--- config.mk ---
export PLATFORM = sky130hd
export DESIGN_NAME = expr_check
export DESIGN_NICKNAME = d
export VERILOG_FILES = /design/src/rtl/expr_check.sv
export SDC_FILE = /design/constraint.sdc
export NUM_CORES = 1
export LEC_CHECK = 0
export BUFFER_PORTS_ARGS = -buffer_cell sky130_fd_sc_hd__buf_4
export CORE_MARGIN = 1
export CORE_UTILIZATION = 45
export CTS_BUF_LIST = sky130_fd_sc_hd__clkbuf_4
export DETAILED_ROUTE_END_ITERATION = 8
export GPL_TIMING_DRIVEN = 0
export PLACE_DENSITY = 0.7
export SETUP_SLACK_MARGIN = 0.3
export SYNTH_ARGS = -nofsm -noshare
export SYNTH_HDL_FRONTEND = slang
export SYNTH_SLANG_ARGS = --single-unit
--- constraint.sdc ---
create_clock -name clk -period 1.9 [get_ports clk]
set_input_delay 0.38 -clock clk [delete_from_list [all_inputs] [get_ports clk]]
set_output_delay 0.38 -clock clk [all_outputs]
set_load 0.005 [all_outputs]
--- src/rtl/expr_check.sv ---
// expr_check: streaming syntax checker for simple arithmetic expressions.
// One ASCII character is consumed per clock on which in_valid is high.
// out reports whether the characters so far form a complete expression,
// and err latches (until clr) as soon as the stream becomes unparseable.
module expr_check #(
  parameter int MAX_DIGITS = 4,
  parameter int MAX_DEPTH  = 3,
  parameter int EN_PAREN   = 1,
  parameter int EN_SUBDIV  = 1,
  parameter int EN_SPACE   = 1,
  parameter int CNT_W      = 8
) (
  input  logic                           clk,
  input  logic                           clr,
  input  logic                           in_valid,
  input  logic [7:0]                     in,
  output logic                           out,
  output logic                           err,
  output logic [$clog2(MAX_DEPTH+1)-1:0] depth,
  output logic [CNT_W-1:0]               op_cnt
);

  localparam int DEP_W = $clog2(MAX_DEPTH + 1);
  localparam int DIG_W = $clog2(MAX_DIGITS + 1);

  localparam logic [DEP_W-1:0] DEP_MAX  = DEP_W'(MAX_DEPTH);
  localparam logic [DEP_W-1:0] DEP_ONE  = DEP_W'(1);
  localparam logic [DEP_W-1:0] DEP_ZERO = DEP_W'(0);
  localparam logic [DIG_W-1:0] DIG_MAX  = DIG_W'(MAX_DIGITS);
  localparam logic [DIG_W-1:0] DIG_ONE  = DIG_W'(1);
  localparam logic [DIG_W-1:0] DIG_ZERO = DIG_W'(0);
  localparam logic [CNT_W-1:0] OPS_ONE  = CNT_W'(1);
  localparam logic [CNT_W-1:0] OPS_ZERO = CNT_W'(0);
  localparam logic [CNT_W-1:0] OPS_SAT  = {CNT_W{1'b1}};

  typedef enum logic [1:0] {
    S_EXPECT = 2'd0,  // an operand must come next
    S_NUM    = 2'd1,  // inside a number
    S_AFTER  = 2'd2,  // operand finished by space or ')'
    S_ERR    = 2'd3   // stream rejected, absorbing
  } state_e;

  state_e           state_q, state_d;
  logic [DEP_W-1:0] depth_q, depth_d;
  logic [DIG_W-1:0] dcnt_q,  dcnt_d;
  logic [CNT_W-1:0] ops_q,   ops_d;
  logic             out_q,   out_d;
  logic             err_q,   err_d;

  // Character classes; disabled characters simply never match a legal class.
  logic is_digit_s, is_lp_s, is_rp_s, is_sp_s, is_op_s;
  logic [CNT_W-1:0] ops_inc_s;

  // Classify the incoming character and precompute the saturating op count.
  always_comb begin
    is_digit_s = (in >= 8'h30) && (in <= 8'h39);
    is_lp_s    = (EN_PAREN != 0) && (in == 8'h28);
    is_rp_s    = (EN_PAREN != 0) && (in == 8'h29);
    is_sp_s    = (EN_SPACE != 0) && (in == 8'h20);
    is_op_s    = (in == 8'h2B) || (in == 8'h2A) ||
                 ((EN_SUBDIV != 0) && ((in == 8'h2D) || (in == 8'h2F)));
    if (ops_q == OPS_SAT) begin
      ops_inc_s = ops_q;
    end else begin
      ops_inc_s = ops_q + OPS_ONE;
    end
  end

  // Next-state logic of the parser; every path out of NUM clears the digit count.
  always_comb begin
    state_d = state_q;
    depth_d = depth_q;
    dcnt_d  = dcnt_q;
    ops_d   = ops_q;
    if (in_valid) begin
      case (state_q)
        S_EXPECT: begin
          if (is_digit_s) begin
            state_d = S_NUM;
            dcnt_d  = DIG_ONE;
          end else if (is_lp_s) begin
            if (depth_q < DEP_MAX) begin
              depth_d = depth_q + DEP_ONE;
            end else begin
              state_d = S_ERR;
            end
          end else if (is_sp_s) begin
            state_d = S_EXPECT;
          end else begin
            state_d = S_ERR;
          end
        end
        S_NUM: begin
          if (is_digit_s) begin
            if (dcnt_q < DIG_MAX) begin
              dcnt_d = dcnt_q + DIG_ONE;
            end else begin
              state_d = S_ERR;
              dcnt_d  = DIG_ZERO;
            end
          end else if (is_op_s) begin
            state_d = S_EXPECT;
            dcnt_d  = DIG_ZERO;
            ops_d   = ops_inc_s;
          end else if (is_rp_s) begin
            dcnt_d = DIG_ZERO;
            if (depth_q != DEP_ZERO) begin
              state_d = S_AFTER;
              depth_d = depth_q - DEP_ONE;
            end else begin
              state_d = S_ERR;
            end
          end else if (is_sp_s) begin
            state_d = S_AFTER;
            dcnt_d  = DIG_ZERO;
          end else begin
            state_d = S_ERR;
            dcnt_d  = DIG_ZERO;
          end
        end
        S_AFTER: begin
          if (is_op_s) begin
            state_d = S_EXPECT;
            ops_d   = ops_inc_s;
          end else if (is_rp_s) begin
            if (depth_q != DEP_ZERO) begin
              depth_d = depth_q - DEP_ONE;
            end else begin
              state_d = S_ERR;
            end
          end else if (is_sp_s) begin
            state_d = S_AFTER;
          end else begin
            state_d = S_ERR;
          end
        end
        S_ERR: begin
          state_d = S_ERR;
        end
        default: begin
          state_d = S_ERR;
          dcnt_d  = DIG_ZERO;
        end
      endcase
    end else begin
      state_d = state_q;
    end
    out_d = ((state_d == S_NUM) || (state_d == S_AFTER)) && (depth_d == DEP_ZERO);
    err_d = (state_d == S_ERR);
  end

  // Parser state and registered status outputs; clr clears everything at once.
  always_ff @(posedge clk or posedge clr) begin
    if (clr) begin
      state_q <= S_EXPECT;
      depth_q <= DEP_ZERO;
      dcnt_q  <= DIG_ZERO;
      ops_q   <= OPS_ZERO;
      out_q   <= 1'b0;
      err_q   <= 1'b0;
    end else begin
      state_q <= state_d;
      depth_q <= depth_d;
      dcnt_q  <= dcnt_d;
      ops_q   <= ops_d;
      out_q   <= out_d;
      err_q   <= err_d;
    end
  end

  assign out    = out_q;
  assign err    = err_q;
  assign depth  = depth_q;
  assign op_cnt = ops_q;

endmodule

======== After elaboration in Yosys (flattened, before gate mapping) ========
Cells that the tools add are included.
operators by class
  mux-type cells .......................... 32
  reduce and logical (&&, ||, !) cells .... 13
  $add $sub $neg .......................... 4
  equality and inequality tests ........... 16
  order comparisons ....................... 4
operator list
  operator               number
  $eq A8 B6 Y1 const B   7
  $mux W2                20
  $mux W8                3
  $pmux W8 S2            1
  $mux W3                3
  $add A8 B1 Y8 const B  1
  $eq A2 B2 Y1 const B   4
  $eq A8 B8 Y1 const B   1
  $ge A8 B6 Y1 const B   1
  $le A8 B6 Y1 const B   1
  $pmux W2 S4            1
  $pmux W2 S3            1
  $pmux W3 S2            1
  $reduce_and A3 Y1      2
  $reduce_bool A2 Y1     3
  $eq A2 B1 Y1 const B   2
  $logic_not A2 Y1       2
  $logic_or A1 B1 Y1     4
  $ne A2 B2 Y1 const B   2
  $add A3 B1 Y3 const B  1
  $lt A3 B3 Y1 const B   1
  $add A2 B1 Y2 const B  1
  $logic_and A1 B1 Y1    2
  $lt A2 B2 Y1 const B   1
  other kinds (2)        3
storage, ports and cells
  bits of input ports ..................... 11
  output and inout port bits .............. 12
  bits in registers ....................... 17

======== Depth between registers and ports, before layout ========
  depth after elaboration ................. 10
  depth in mapped cells ................... 10

======== Worst setup path before layout ========
OpenSTA, ideal clock, no wires.
  kind .................................... input port to flip-flop
  start ................................... in in[4]
  end ..................................... reg out_q, in the netlist out
  arrival time ............................ 2.206 ns
  cell stages on the path ................. 8
  data required time ...................... 1.779 ns
  library setup time ...................... 0.121 ns
  slack ................................... -0.428 ns
  cell sequence ........................... or4b_4 a211o_1 o311a_2 o31ai_1 a21oi_1 ha_1 inv_1 and4bb_2
on the way
  cells in the longest elaborated chain, start to end .. 10
  elaborated cells between the ends (all ways) .. 36
ends and longest elaborated chain
  item                                                                  line  RTL
  start, declared                                                       16    input logic [7:0] in,
  parallel branches: the longest is 5 deep, another holds $ge A8 B6 Y1  --
  $pmux W2 S4 *                                                         76    case (state_q)
  $mux W2 *                                                             75    if (in_valid) begin
  via state_d[1]                                                        43    state_e state_q, state_d;
  $eq A2 B1 Y1 or $eq A2 B2 Y1 (tied branches)                          148   out_d = ((state_d == S_NUM) || (state_d == S_AFTER)) && (depth_d == DEP_ZERO);
  $logic_or A1 B1 Y1 *                                                  148
  $logic_and A1 B1 Y1 *                                                 148
  via out_d                                                             47    logic out_q, out_d;
  end signal, assigned                                                  166   out_q <= out_d;
  end, declared                                                         47
Mark *: on every way through the listed nets, which the timed path passes.
A chain may end at the register's enable or synchronous reset.

======== Worst setup path in the final report ========
  start ................................... in in[6]
  end ..................................... reg out_q, in the netlist out
The elaborated chain is that of the path after synthesis.

==> impl_metrics.json <==
{
  "start_kind": "input pin",
  "reg2reg_slack_ps": -260,
  "nFillCells": 171,
  "drv_slew": 0,
  "ys_seq_elements": 17,
  "synth_edf_count": 0,
  "clk_path_buf_depth": 2,
  "power.leakage_nw": 0.703,
  "fin_nets": 175,
  "rr_startpoint": "depth[0]$_DFF_PP0_",
  "violations": "negative setup slack",
  "drive_gt1_frac": 0.397,
  "p_per_area_nw_per_um2": 880,
  "fmax_mhz": 457,
  "total_power_mw": 1.38,
  "drtAntennaViolNets": 0,
  "syn_to_final_growth_pct": 39.6,
  "synth_cell_types": 41,
  "cp_top_family": "compound AO/OA/AOI/OAI gates",
  "syn-num-nets": 135,
  "hp-class": "input pin to asynchronous set/reset pin",
  "grt_start_max_net_pins": 18,
  "routed_wl_um": 3100,
  "multi_input_area_um2": 758,
  "slew_headroom": 0.565,
  "critical-path-max-stage-delay_ps": 530,
  "synthCells": 117,
  "htreeDepth": 1,
  "finalCriticalPeriod_ps": 2190,
  "ff2ff_path_depth": 9,
  "fp.dieH_um": 51.9,
  "arrival_ps": 2380,
  "postPlaceCellArea_um2": 1330,
  "reg2reg_to": "out$_DFF_PP0_",
  "synth.avg_cell_area_um2": 9.59,
  "drc": 0,
  "grt_pass1_vias": 1020,
  "critPathMaxFanout": 3,
  "worst-setup-path-type": "input pin to register",
  "synthFlopType": "dfrtp_1",
  "worstSetupEndpoint": "out$_DFF_PP0_",
  "outcome": "finished, violations left",
  "ff_latch_area_um2": 428,
  "setup_ws_ps": -290,
  "finClkSkew_ps": 1.52,
  "viasPerCell": 6.16,
  "worst-path-stages": 9,
  "path_clk_slew_ps": 110,
  "port_buffers": 22,
  "antenna_found_initial": 0,
  "crit_chain": "buf_8 -> or4b_4 -> a211o_1 -> o311a_4 -> o31ai_4 -> a21oi_2 -> ha_1 -> inv_1 -> and4bb_2",
  "initial_utilization": 0.493,
  "async_flop_share": 1.00,
  "final_util": 0.688,
  "track_usage": 0.230,
  "setup_viol": 9,
  "cts_tree": "done",
  "final_area_um2": 1570,
  "gp_congestion": 0.896,
  "ir_worst_vdd_uv": 559,
  "path_buf_inv": 2,
  "ctsRootBufferMaster": "clkbuf_4",
  "cp.required_ps": 2090,
  "num_rows": 17,
  "finalHoldViolCount": 0,
  "rsz0062_at_grt": "yes",
  "num_io_pins": 23,
  "hpwl_um": 1920,
  "hold_buffers": 0,
  "die_area_um2": 2700,
  "core_um2": 2280,
  "clock-sinks": 17,
  "grt_pass1_wl_um": 4580,
  "worst_pin_slew_ps": 651,
  "drv_cap": 0,
  "drt_iter0_markers": 44,
  "grt-ovfl-total": 0,
  "synth_seq_area_share": 0.379,
  "critPathSlowestCell": "or4b_4",
  "drt_pass1_iterations": 4,
  "yosys_warnings": 0,
  "diodes": 0,
  "cp-end-kind": "register",
  "worstSkewPairLatency_ps": 290,
  "vias": 1134,
  "netlist_area_um2": 1120,
  "startpoint": "in[6]",
  "fin_crit_sh": 1.15,
  "avgRoutedWirePerCell_um": 16.8,
  "die_width_um": 51.9,
  "numCtsBuffers": 3
}
[worst min-delay path by stage]
stage	slack, ps	startpoint	endpoint
finish	170	clr	dcnt_q[2]$_DFFE_PP0P_
global route	210	clr	dcnt_q[1]$_DFFE_PP0P_
CTS	180	clr	dcnt_q[1]$_DFFE_PP0P_
detailed placement	480	op_cnt[6]$_DFFE_PP0P_	op_cnt[6]$_DFFE_PP0P_
global placement	490	op_cnt[6]$_DFFE_PP0P_	op_cnt[6]$_DFFE_PP0P_
floorplan	310	clr	dcnt_q[0]$_DFFE_PP0P_
[routing by layer]
layer	wire, um	part of all wire	global-route usage
met1	1220	0.39	0.276
met4	40	0.013	0.0766
met2	1630	0.53	0.425
met3	209	0.067	0.0175
met5	0	0	0
[report_power, final]
part           switching (mW)  internal, mW
registers              0.0911         0.433
logic                   0.327         0.328
clock network           0.122        0.0782
[sequential cells by signal, indices dropped and copies added (netlist names)]
name	count
op_cnt	8
err	1
state_q	2
dcnt_q	3
depth	2
out	1
[synth_stat cells, types with 2 or more instances]
| cell type | n | area share |
|---|---|---|
| dfrtp_1 | 17 | 0.38 |
| and3_1 | 2 | 0.011 |
| o211ai_1 | 4 | 0.027 |
| o21ai_0 | 7 | 0.031 |
| o31ai_1 | 2 | 0.013 |
| a21oi_1 | 5 | 0.022 |
| a22o_1 | 2 | 0.016 |
| nor4b_1 | 2 | 0.016 |
| nor2_1 | 8 | 0.027 |
| xnor2_1 | 6 | 0.047 |
| nand2_1 | 7 | 0.023 |
| clkbuf_1 | 4 | 0.013 |
| nand3_1 | 5 | 0.022 |
| nand2b_1 | 2 | 0.011 |
| o31a_1 | 2 | 0.016 |
| o21bai_1 | 2 | 0.013 |
| inv_1 | 5 | 0.017 |
| ha_1 | 7 | 0.078 |
| nand4_1 | 6 | 0.033 |
[what timing repair did]
item | in CTS | in global routing
endpoints found under the setup margin | 15 | 16
pin swaps | 10 | 13
gates resized for setup | 8 | 26
setup buffers | 7 | 6
[metrics by stage]
stage | hold WS (ps) | instances | setup slack [ps] | setup TNS (ps)
after floorplan | 306 | 117 | -428 | -1000
after global placement | 491 | 167 | -697 | -3580
after detailed placement | 480 | 167 | -685 | -3800
after CTS | 181 | 178 | -294 | -1100
after global routing | 209 | 184 | -334 | -2220
final | 169 | 184 | -290 | -1700
[placed cells by master, fill, tap and decap left out, drive strengths merged, types with 4 or more instances in the layout]
cell / count
nor2: 8
clkbuf: 4
nand2: 7
dfrtp: 17
inv: 5
ha: 7
o21ai: 7
a21oi: 5
buf: 38
nand3: 5
o211ai: 4
xnor2: 6
nand4: 6
[logic make-up (layout without fill, tap and decap cells)]
logic type / Yosys count / in the layout / share of synthesized area
simple gates: 41 / 41 / 0.208
compound gates: 35 / 35 / 0.240
flops: 17 / 17 / 0.379
buf+inv: 9 / 48 / 0.0301
fa+ha+maj: 7 / 7 / 0.0780
xor+xnor: 7 / 7 / 0.0546
mux: 1 / 1 / 0.0100
[cell type report]
cell class / instances / share of cell area
timing repair buffer: 35 / 0.175
sequential: 17 / 0.273
tap: 28 / 0.0224
clock buffer: 3 / 0.0144
multi-input combinational: 91 / 0.484
clock inverter: 1 / 0.00319
inverter: 5 / 0.0120
buffer: 4 / 0.0160
No activity file was read; power rests on OpenSTA's default activity.
